==> src/rtl/grf_writeback.sv <==
// GRF write-port arbiter: merges M-stage results with buffered late results and tracks
// outstanding late writes. Define GRF_WB_LATE_BYPASS_EN to let late results skip the FIFO.
module grf_writeback #(
  parameter int unsigned FIFO_DEPTH = 2,
  parameter int unsigned PTR_W      = 1
) (
  input  logic        clk,
  input  logic        reset,
  input  logic [4:0]  m_a3,
  input  logic [31:0] m_wd,
  input  logic [31:0] m_pc,
  input  logic        late_issue_valid,
  input  logic [4:0]  late_issue_reg,
  input  logic        late_valid,
  output logic        late_ready,
  input  logic [4:0]  late_a3,
  input  logic [31:0] late_wd,
  input  logic [31:0] late_pc,
  output logic [4:0]  grf_a3,
  output logic [31:0] grf_wd,
  output logic [31:0] grf_pc,
  output logic [31:0] pending_mask
);

  localparam logic [PTR_W:0]   DepthCnt = FIFO_DEPTH[PTR_W:0];
  localparam logic [PTR_W-1:0] PtrOne   = PTR_W'(1);
  localparam logic [PTR_W:0]   CntOne   = (PTR_W + 1)'(1);

  logic [4:0]       fifo_a3 [FIFO_DEPTH];
  logic [31:0]      fifo_wd [FIFO_DEPTH];
  logic [31:0]      fifo_pc [FIFO_DEPTH];
  logic [PTR_W-1:0] wr_ptr_q, rd_ptr_q;
  logic [PTR_W:0]   count_q, count_d;

  logic [4:0]  a3_q, a3_d;
  logic [31:0] wd_q, wd_d;
  logic [31:0] pc_q, pc_d;
  logic [31:0] mask_q, mask_d;

  logic accept, has_m, fifo_empty, pop, push, bypass;
  logic [31:0] set_vec, clr_vec;

  assign late_ready = (count_q < DepthCnt);
  assign accept     = late_valid && late_ready;
  assign has_m      = (m_a3 != 5'd0);
  assign fifo_empty = (count_q == '0);
  assign pop        = !has_m && !fifo_empty;

`ifdef GRF_WB_LATE_BYPASS_EN
  assign bypass = !has_m && fifo_empty && accept && (late_a3 != 5'd0);
`else
  assign bypass = 1'b0;
`endif

  // Results to $0 are accepted but dropped on the floor.
  assign push = accept && (late_a3 != 5'd0) && !bypass;

  always_comb begin
    a3_d = 5'd0;
    wd_d = 32'd0;
    pc_d = 32'd0;
    clr_vec = 32'd0;
    if (has_m) begin
      a3_d = m_a3;
      wd_d = m_wd;
      pc_d = m_pc;
    end else if (pop) begin
      a3_d = fifo_a3[rd_ptr_q];
      wd_d = fifo_wd[rd_ptr_q];
      pc_d = fifo_pc[rd_ptr_q];
      clr_vec[fifo_a3[rd_ptr_q]] = 1'b1;
    end else if (bypass) begin
      a3_d = late_a3;
      wd_d = late_wd;
      pc_d = late_pc;
      clr_vec[late_a3] = 1'b1;
    end
  end

  always_comb begin
    set_vec = 32'd0;
    if (late_issue_valid) set_vec[late_issue_reg] = 1'b1;
    // Set applied after clear so a same-cycle reissue keeps the bit.
    mask_d = ((mask_q & ~clr_vec) | set_vec) & ~32'h1;
  end

  always_comb begin
    count_d = count_q;
    if (push && !pop) count_d = count_q + CntOne;
    else if (pop && !push) count_d = count_q - CntOne;
  end

  always_ff @(posedge clk or posedge reset) begin
    if (reset) begin
      a3_q     <= 5'd0;
      wd_q     <= 32'd0;
      pc_q     <= 32'd0;
      mask_q   <= 32'd0;
      count_q  <= '0;
      wr_ptr_q <= '0;
      rd_ptr_q <= '0;
    end else begin
      a3_q    <= a3_d;
      wd_q    <= wd_d;
      pc_q    <= pc_d;
      mask_q  <= mask_d;
      count_q <= count_d;
      if (push) wr_ptr_q <= wr_ptr_q + PtrOne;
      if (pop)  rd_ptr_q <= rd_ptr_q + PtrOne;
    end
  end

  always_ff @(posedge clk) begin
    if (push) begin
      fifo_a3[wr_ptr_q] <= late_a3;
      fifo_wd[wr_ptr_q] <= late_wd;
      fifo_pc[wr_ptr_q] <= late_pc;
    end
  end

  assign grf_a3       = a3_q;
  assign grf_wd       = wd_q;
  assign grf_pc       = pc_q;
  assign pending_mask = mask_q;

endmodule

==> config.mk <==
export PLATFORM = sky130hd
export DESIGN_NAME = grf_writeback
export DESIGN_NICKNAME = d
export VERILOG_FILES = /design/src/rtl/grf_writeback.sv
export SDC_FILE = /design/constraint.sdc
export NUM_CORES = 1
export LEC_CHECK = 0
export CAP_MARGIN = 5
export CELL_PAD_IN_SITES_DETAIL_PLACEMENT = 1
export CELL_PAD_IN_SITES_GLOBAL_PLACEMENT = 1
export CORE_UTILIZATION = 43
export CTS_BUF_LIST = sky130_fd_sc_hd__clkbuf_4 sky130_fd_sc_hd__clkbuf_8
export DETAILED_ROUTE_END_ITERATION = 10
export GPL_TIMING_DRIVEN = 0
export PLACE_DENSITY_LB_ADDON = 0.2
export SYNTH_ARGS = -nofsm -noshare
export SYNTH_HDL_FRONTEND = slang
export SYNTH_SLANG_ARGS = --single-unit
==> constraint.sdc <==
create_clock -name clk -period 8.3 [get_ports clk]
set_input_delay 1.66 -clock clk [delete_from_list [all_inputs] [get_ports clk]]
set_output_delay 1.66 -clock clk [all_outputs]
set_load 0.03 [all_outputs]
==> results.sh, run 1 <==
export IMPL_timing_hold_ws_ns=0.512
export IMPL_critPathRequiredTime_ns=8.53
export IMPL_peakVddDrop_mv=0.126
export IMPL_power_total_mw=3.62
export IMPL_drive_above_1_share=0.105
export IMPL_die_w_um=148
export IMPL_grt_pass1_wl_um=39000
export IMPL_cp_max_fo=26
export IMPL_intPower_mw=2.49
export IMPL_ys_seq_elements=242
export IMPL_start_util=0.438
export IMPL_avgSynthCellArea_um2=14.8
export IMPL_power_density_nw_per_um2=279
export IMPL_max_clock_freq_mhz=289
export IMPL_grt_busiest_layer="met2"
export IMPL_fin_area_um2=13000
export IMPL_use_met1=0.284
export IMPL_pwr_share_clk=0.300
export IMPL_finish_utilization=0.619
export IMPL_rsz0062_at_grt="no"
export IMPL_worst_r2r_setup_slack_ns=6.12
export IMPL_grtUsageMet3=0.0592
export IMPL_hold_viol_final=0
export IMPL_clkLatencyLatePin_ns=0.54
export IMPL_clock_sinks=242
export IMPL_maxCapViolCount=0
export IMPL_htree_levels=2
export IMPL_dpl_hpwl_um=17200
export IMPL_ant_nets=0
export IMPL_ios=249
export IMPL_cp_slowest_cell="nor2b_4"
export IMPL_hold_class="flop to flop"
export IMPL_final_common_cell="clkdlybuf4s50_1"
export IMPL_critPathLaunchType="input pin"
export IMPL_critical_path_class="input pin to flop"
export IMPL_maxSlewViolCount=0
export IMPL_nets=1065
export IMPL_power_leakage_nw=5.07
export IMPL_switching_power_mw=1.13
export IMPL_synth_cells=622
export IMPL_endpoint="fifo_pc[0][16]"
export IMPL_cts_hold_buf=0
export IMPL_vias_per_cell=5.18
export IMPL_slew_headroom=0.371
export IMPL_seq_power_share=0.430
export IMPL_end_kind="flop"
export IMPL_min_period_ns=3.46
export IMPL_drt_first_pass_iters=4
export IMPL_core_area_um2=21000
export IMPL_max_stage_delay_ns=0.80
export IMPL_synth_edf_count=138
export IMPL_die_y_um=148
export IMPL_clock_skew_ns=0.0127
export IMPL_comb_power_share=0.270
export IMPL_syn_area_um2=9180
export IMPL_status="finished, final reports clean"
export IMPL_rows=53
export IMPL_cts_tree="done"
export IMPL_drt_total_wl_um=25400
export IMPL_diodes=0
export IMPL_place_area_um2=12100
export IMPL_wl_per_cell_um=20.7
export IMPL_drt_first_iter_violations=295
export IMPL_synth_flop_cell="edfxtp_1"
export IMPL_numCtsBuffers=42
export IMPL_seq_area_frac_synth=0.735
export IMPL_io_buffers=247
export IMPL_cp_startpoint="late_a3[0]"
export IMPL_drc=0
export IMPL_die_area_um2=21900
export IMPL_async_flop_share=0.430
export IMPL_r2r_end="fifo_pc[0][16]"
export IMPL_yosys_area_top_type="edfxtp_1"
export IMPL_post_cts_resized=0
export IMPL_r2r_cells=4
export IMPL_postCtsSetupBuffers=0
export IMPL_gp_congestion=0.812
export IMPL_arrival_ns=3.69
export IMPL_synth_top_area_frac=0.451
export IMPL_grt_total_usage=0.235
export IMPL_setup_viol=0
export IMPL_grt_max_degree=63
export IMPL_ys_types=34
export IMPL_r2r_start="count_q[1]"
export IMPL_clk_pin_slew_ns=0.05
export IMPL_grt_pass1_vias=6987
export IMPL_vias=6345
export IMPL_path_cells="clkdlybuf4s50_1 -> or3_1 -> o311a_1 -> nor2b_4 -> buf_12"
export IMPL_cts_buffer_depth=3
export IMPL_fin_crit_sh=0.417
export IMPL_syn_to_final_growth_pct=41.3
export IMPL_use_met2=0.414
export IMPL_antenna_found_initial=0
export IMPL_layout_common_cells="clkdlybuf4s50_1, edfxtp_1, nand2_1"
export IMPL_cts_root_buf="clkbuf_8"
export IMPL_syn_num_nets=770
export IMPL_switching_share=0.312
export IMPL_tns_ns=0
export IMPL_gr_total_overflow=0
export IMPL_synth_area_leaders="edfxtp_1, dfrtp_1, o31ai_1"
export IMPL_yosys_warnings=0
export IMPL_max_slew_worst_pin_slew_ns=0.941
==> final cells by class <==
type / instances / area [um2]
Fill cell: 2076 / 7980
Sequential cell: 242 / 6750
Timing Repair Buffer: 251 / 2570
Multi-Input combinational cell: 340 / 2250
Clock buffer: 67 / 810
Tap cell: 275 / 344
Buffer: 38 / 188
Clock inverter: 10 / 48.8
Inverter: 2 / 10.0
==> critical path, delay by kind of cell <==
kind / cells / cell delay (ns)
AOI/OAI and AO/OA: 1 / 0.25
and+or+nand+nor: 2 / 0.94
buffers and inverters: 2 / 0.83
==> power groups by stage <==
stage / clock [mW] / sequential [mW] / combinational (mW)
2_1_floorplan: 0 / 1.69 / 0.459
4_1_cts: 1.12 / 1.56 / 0.989
3_3_place_gp: 0 / 1.59 / 0.925
3_5_place_dp: 0 / 1.58 / 0.982
6_report: 1.09 / 1.56 / 0.978
5_1_grt: 1.17 / 1.57 / 1.05
==> metal layers <==
metal | vias up | wire length [um]
met5 | - | 0
met4 | 0 | 375
met3 | 31 | 1710
met2 | 216 | 13100
met1 | 3196 | 10200
li1 | 2902 | -
==> per-stage QoR <==
stage / std cells / setup WS (ns)
after floorplan: 622 / 2.77
after global placement: 1144 / 0.265
after detailed placement: 1148 / 4.24
after CTS: 1225 / 4.81
after global routing: 1225 / 4.74
final: 1225 / 4.84
==> cells in the mapped netlist (2+ instances only) <==
| master | n |
|---|---|
| o21bai_1 | 4 |
| dfrtp_1 | 104 |
| nor2_1 | 5 |
| mux2i_1 | 67 |
| mux2_2 | 4 |
| xor2_1 | 2 |
| xnor2_1 | 3 |
| o31ai_1 | 95 |
| nor3b_1 | 4 |
| clkbuf_1 | 18 |
| and3b_1 | 3 |
| nand3_1 | 8 |
| edfxtp_1 | 138 |
| buf_4 | 8 |
| inv_1 | 2 |
| nand2_1 | 129 |
| buf_1 | 5 |
| and3_1 | 2 |
| buf_2 | 6 |
==> state kept, by name, summed over array words and instances (netlist names) <==
| name | cells |
|---|---|
| rd_ptr_q | 1 |
| fifo_wd | 64 |
| pending_mask | 31 |
| count_q | 2 |
| grf_wd | 32 |
| grf_a3 | 5 |
| grf_pc | 32 |
| fifo_pc | 64 |
| wr_ptr_q | 1 |
| fifo_a3 | 10 |
==> cell families after synthesis <==
family                   after synthesis  share of synthesized area
flip-flops                           242                      0.735
AND/OR/NAND/NOR                      160                     0.0745
AO/OA/AOI/OAI                        100                     0.0820
multiplexers                          73                     0.0811
buffers and inverters                 40                     0.0213
XOR/XNOR                               5                    0.00477
adder cells (fa/ha/maj)                1                    0.00136
other                                  1                   0.000408
==> how the worst min path moves through the flow <==
stage | start | endpoint | slack, ns | cells after the start
2_1_floorplan | wr_ptr_q | wr_ptr_q | 0.46 | 1
3_3_place_gp | wr_ptr_q | wr_ptr_q | 0.47 | 1
3_5_place_dp | pending_mask[28] | pending_mask[28] | 0.49 | 2
4_1_cts | pending_mask[28] | pending_mask[28] | 0.50 | 2
5_1_grt | pending_mask[28] | pending_mask[28] | 0.53 | 2
6_report | pending_mask[1] | pending_mask[1] | 0.51 | 2
Note: power is estimated with default switching activity, not from simulation.
==> inputs of run 2 (changes only) <==
--- a/config.mk
+++ b/config.mk
@@ -8,7 +8,7 @@
 export CAP_MARGIN = 5
 export CELL_PAD_IN_SITES_DETAIL_PLACEMENT = 1
 export CELL_PAD_IN_SITES_GLOBAL_PLACEMENT = 1
-export CORE_UTILIZATION = 43
+export CORE_UTILIZATION = 40
 export CTS_BUF_LIST = sky130_fd_sc_hd__clkbuf_4 sky130_fd_sc_hd__clkbuf_8
 export DETAILED_ROUTE_END_ITERATION = 10
 export GPL_TIMING_DRIVEN = 0
==> constraint.sdc (replaced) <==
create_clock -name clk -period 3.6 [get_ports clk]
set_input_delay 0.72 -clock clk [delete_from_list [all_inputs] [get_ports clk]]
set_output_delay 0.72 -clock clk [all_outputs]
set_load 0.03 [all_outputs]
==> run 2 against run 1 <==
  * First-iteration DRC count decreased by 22%
  * Final cell count is 0.82% higher
  * Hold slack worse by 0.0040 ns
  * Sequential share of layout area down 0.16 points
  * Sequential cell count stayed put
  * Critical path type is now flop to output pin
  * Critical endpoint is now late_ready
==> results.sh, run 2 (synthesis results as in run 1) <==
export IMPL_nets=1064
export IMPL_end_kind="output pin"
export IMPL_vias=6293
export IMPL_place_area_um2=12100
export IMPL_start_util=0.407
export IMPL_io_buffers=247
export IMPL_htree_levels=2
export IMPL_die_y_um=154
export IMPL_r2r_start="count_q[0]"
export IMPL_power_leakage_nw=5.07
export IMPL_clk_pin_slew_ns=0.06
export IMPL_status="finished, final reports clean"
export IMPL_power_total_mw=8.44
export IMPL_drt_total_wl_um=24900
export IMPL_finish_utilization=0.576
export IMPL_cts_root_buf="clkbuf_8"
export IMPL_critPathLaunchType="flop"
export IMPL_maxSlewViolCount=0
export IMPL_clock_skew_ns=0.0114
export IMPL_numCtsBuffers=41
export IMPL_critPathRequiredTime_ns=2.88
export IMPL_die_w_um=154
export IMPL_syn_to_final_growth_pct=41.7
export IMPL_drive_above_1_share=0.100
export IMPL_fin_crit_sh=0.678
export IMPL_drt_first_pass_iters=6
export IMPL_cp_startpoint="count_q[1]"
export IMPL_vias_per_cell=5.10
export IMPL_postCtsSetupBuffers=0
export IMPL_arrival_ns=1.72
export IMPL_r2r_cells=4
export IMPL_hold_viol_final=0
export IMPL_layout_common_cells="clkdlybuf4s50_1, edfxtp_1, nand2_1"
export IMPL_power_density_nw_per_um2=649
export IMPL_antenna_found_initial=1
export IMPL_pre_cts_ws_ns=0.591
export IMPL_final_common_cell="clkdlybuf4s50_1"
export IMPL_maxCapViolCount=0
export IMPL_drt_first_iter_violations=231
export IMPL_core_area_um2=22600
export IMPL_cts_buffer_depth=3
export IMPL_critical_path_class="flop to output pin"
export IMPL_drc=0
export IMPL_hold_class="flop to flop"
export IMPL_ant_nets=0
export IMPL_grt_pass1_wl_um=38600
export IMPL_min_period_ns=2.44
export IMPL_hold_depth=2
export IMPL_gp_congestion=0.819
export IMPL_rsz0062_at_grt="no"
export IMPL_clock_sinks=242
export IMPL_dpl_hpwl_um=17600
export IMPL_gr_total_overflow=0
export IMPL_slew_headroom=0.370
export IMPL_grt_pass1_vias=7150
export IMPL_fin_area_um2=13000
export IMPL_setup_viol=0
export IMPL_clkLatencyLatePin_ns=0.52
export IMPL_timing_hold_ws_ns=0.508
export IMPL_ios=249
export IMPL_grt_max_degree=55
export IMPL_cts_tree="done"
export IMPL_largestRegisters="fifo_pc x64, fifo_wd x64"
export IMPL_cp_max_fo=3
export IMPL_peakVddDrop_mv=0.280
export IMPL_grt_total_usage=0.214
export IMPL_hp_start="pending_mask[25]"
export IMPL_max_clock_freq_mhz=410
export IMPL_rows=55
export IMPL_max_slew_worst_pin_slew_ns=0.942
export IMPL_die_area_um2=23600
export IMPL_post_cts_resized=0
export IMPL_layout_setup_ws_ns=1.16
export IMPL_cts_hold_buf=0
export IMPL_wl_per_cell_um=20.1
[run 2: cell type report]
cell class	count	area [um2]
multi-input combinational	340	2250
timing repair buffer	251	2570
buffer	38	188
tap	285	357
clock buffer	57	728
antenna	1	2.50
inverter	2	10.0
clock inverter	19	161
sequential	242	6750
fill	2205	9560
[run 2: final timing paths]
kind	end	slack, ns
hold reg to reg	pending_mask[25]	0.51
hold / removal	pending_mask[25]	0.51
setup / recovery	late_ready	1.16
max in group asynchronous	grf_pc[2]	2.23
setup reg to reg	grf_pc[10]	1.52
min in group asynchronous	grf_wd[10]	0.64
[run 2: critical path: stages (launching register included)]
cell and delay, ns:
dfrtp_1 0.38, inv_1 0.11, clkdlybuf4s50_1 0.71
[run 2: stage by stage]
| step | TNS (ns) | instances |
|---|---|---|
| floorplan | 0 | 622 |
| global placement | -338.39 | 1154 |
| detailed placement | 0 | 1158 |
| CTS | 0 | 1234 |
| global route | 0 | 1234 |
| finish | 0 | 1235 |
[run 2: where the power goes]
part	internal, mW	switching, mW	leakage, nW
combinational	0.895	1.34	2.14
clock	1.53	1.09	0.458
sequential	3.42	0.171	2.47
total	5.84	2.60	5.07
[run 2: per-layer routing]
layer	up-vias	track usage	share of wire	wire length, um
li1	2903	-	-	-
met1	3107	0.242	0.39	9600
met2	230	0.385	0.52	12900
met3	53	0.0609	0.073	1820
met4	0	0.0724	0.024	601
met5	-	0	0	0
==> inputs of run 3 (changes only) <==
==> constraint.sdc (replaced) <==
create_clock -name clk -period 2.5 [get_ports clk]
set_input_delay 0.5 -clock clk [delete_from_list [all_inputs] [get_ports clk]]
set_output_delay 0.5 -clock clk [all_outputs]
set_load 0.03 [all_outputs]
==> run 3 against run 2 <==
  * Global-route usage down 0.090 points
  * Non-clock buffer count is 1 higher
  * Via count shrank 0.40%
  * Critical path type is now input pin to flop
  * Routed wire length fell by 0.29%
  * Largest power group unchanged
  * Clock power rose by 37%
  * Sequential power is 44% higher
  * Register-to-register slack lost 1.1 ns
==> results.sh, run 3 (synthesis results as in run 1) <==
export IMPL_end_kind="flop"
export IMPL_critPathTopFamily="buffers and inverters"
export IMPL_drt_total_wl_um=24800
export IMPL_vias_per_cell=5.08
export IMPL_dpl_hpwl_um=17300
export IMPL_tns_ns=0
export IMPL_cts_hold_buf=0
export IMPL_start_util=0.407
export IMPL_clkLatencyLatePin_ns=0.53
export IMPL_critPathRequiredTime_ns=2.87
export IMPL_ios=249
export IMPL_largestRegisters="fifo_pc x64, fifo_wd x64"
export IMPL_clock_skew_ns=0.0204
export IMPL_rows=55
export IMPL_max_stage_delay_ns=0.76
export IMPL_die_y_um=154
export IMPL_critPathBufInv=3
export IMPL_cp_common_cell="clkbuf_1"
export IMPL_cp_slowest_cell="clkbuf_1"
export IMPL_io_buffers=247
export IMPL_maxSlewViolCount=0
export IMPL_gr_total_overflow=0
export IMPL_power_density_nw_per_um2=922
export IMPL_slew_headroom=0.327
export IMPL_clk_pin_slew_ns=0.06
export IMPL_path_cells="clkdlybuf4s50_1 -> nor3_2 -> nand2_1 -> clkbuf_1 -> clkbuf_1 -> o31ai_1"
export IMPL_grt_total_usage=0.213
export IMPL_max_clock_freq_mhz=441
export IMPL_hold_viol_final=0
export IMPL_cts_buffer_depth=3
export IMPL_cp_max_fo=10
export IMPL_numCtsBuffers=41
export IMPL_rsz0062_at_grt="no"
export IMPL_maxCapViolCount=0
export IMPL_max_slew_worst_pin_slew_ns=1.01
export IMPL_final_common_cell="clkdlybuf4s50_1"
export IMPL_arrival_ns=2.64
export IMPL_vias=6268
export IMPL_core_area_um2=22600
export IMPL_postCtsSetupBuffers=0
export IMPL_setup_viol=0
export IMPL_critPathLaunchType="input pin"
export IMPL_grt_max_degree=44
export IMPL_status="finished, final reports clean"
export IMPL_hold_class="input pin to async pin"
export IMPL_drc=0
export IMPL_clock_sinks=242
export IMPL_die_w_um=154
export IMPL_grt_pass1_vias=7011
export IMPL_antenna_found_initial=2
export IMPL_cts_tree="done"
export IMPL_layout_setup_ws_ns=0.231
export IMPL_n_fill_cell=2225
export IMPL_dp_cells=1159
export IMPL_nets=1065
export IMPL_grt_pass1_wl_um=38600
export IMPL_stdcell_count=1235
export IMPL_wl_per_cell_um=20.1
export IMPL_pre_cts_ws_ns=-0.292
export IMPL_drive_above_1_share=0.109
export IMPL_post_cts_resized=0
export IMPL_syn_to_final_growth_pct=41.3
export IMPL_drt_first_pass_iters=6
export IMPL_peakVddDrop_mv=0.413
export IMPL_layout_common_cells="clkdlybuf4s50_1, edfxtp_1, nand2_1"
export IMPL_gp_congestion=0.828
export IMPL_htree_levels=2
export IMPL_drt_first_iter_violations=190
export IMPL_ant_nets=0
export IMPL_die_area_um2=23600
export IMPL_cts_root_buf="clkbuf_8"
export IMPL_finish_utilization=0.575
export IMPL_min_period_ns=2.27
export IMPL_power_leakage_nw=5.07
export IMPL_fin_crit_sh=0.908
export IMPL_critical_path_class="input pin to flop"
export IMPL_timing_hold_ws_ns=0.510
[run 3: worst paths after layout]
| kind | cells after the start | start | to | slack, ns |
|---|---|---|---|---|
| worst max-delay path | 6 | m_a3[3] | grf_pc[27] | 0.23 |
| worst min-delay path | 2 | reset | pending_mask[3] | 0.51 |
| worst max register to register | 4 | count_q[0] | grf_pc[12] | 0.46 |
| worst min register to register | 2 | pending_mask[19] | pending_mask[19] | 0.51 |
| max in group asynchronous | 3 | reset | grf_wd[31] | 1.30 |
| min in group clk | 2 | pending_mask[19] | pending_mask[19] | 0.51 |
[run 3: power breakdown]
part	internal, mW	switching, mW
Clock	2.04	1.54
Combinational	1.29	1.93
Sequential	4.92	0.238
Total	8.26	3.71
[run 3: metrics by stage]
stage | power [mW] | cell area [um2]
5_1_grt | 12.5 | 13000
3_3_place_gp | 8.31 | 12000
6_report | 12.0 | 13000
2_1_floorplan | 7.13 | 9200
4_1_cts | 12.1 | 13000
3_5_place_dp | 8.49 | 12100
[run 3: cell type report]
type / count / area [um2] / area share
Clock inverter: 7 / 33.8 / 0.00260
Inverter: 2 / 11.3 / 0.000867
Buffer: 38 / 188 / 0.0145
Multi-Input combinational cell: 340 / 2250 / 0.173
Tap cell: 285 / 357 / 0.0275
Antenna cell: 1 / 2.50 / 0.000193
Clock buffer: 68 / 811 / 0.0625
Timing Repair Buffer: 252 / 2580 / 0.199
Sequential cell: 242 / 6750 / 0.520
[run 3: routing by layer]
metal	wire length, um	GRT usage	up-vias
li1	-	-	2890
met1	9850	0.251	3101
met2	12500	0.367	230
met3	1820	0.0626	47
met4	630	0.0810	0
met5	0	0	-
[run 3: worst reg2reg max path: stages, from the launching register on]
cell and delay (ns):
dfrtp_1 0.42, nor2_1 0.18, clkbuf_1 0.63, clkbuf_1 0.50, o31ai_1 0.17
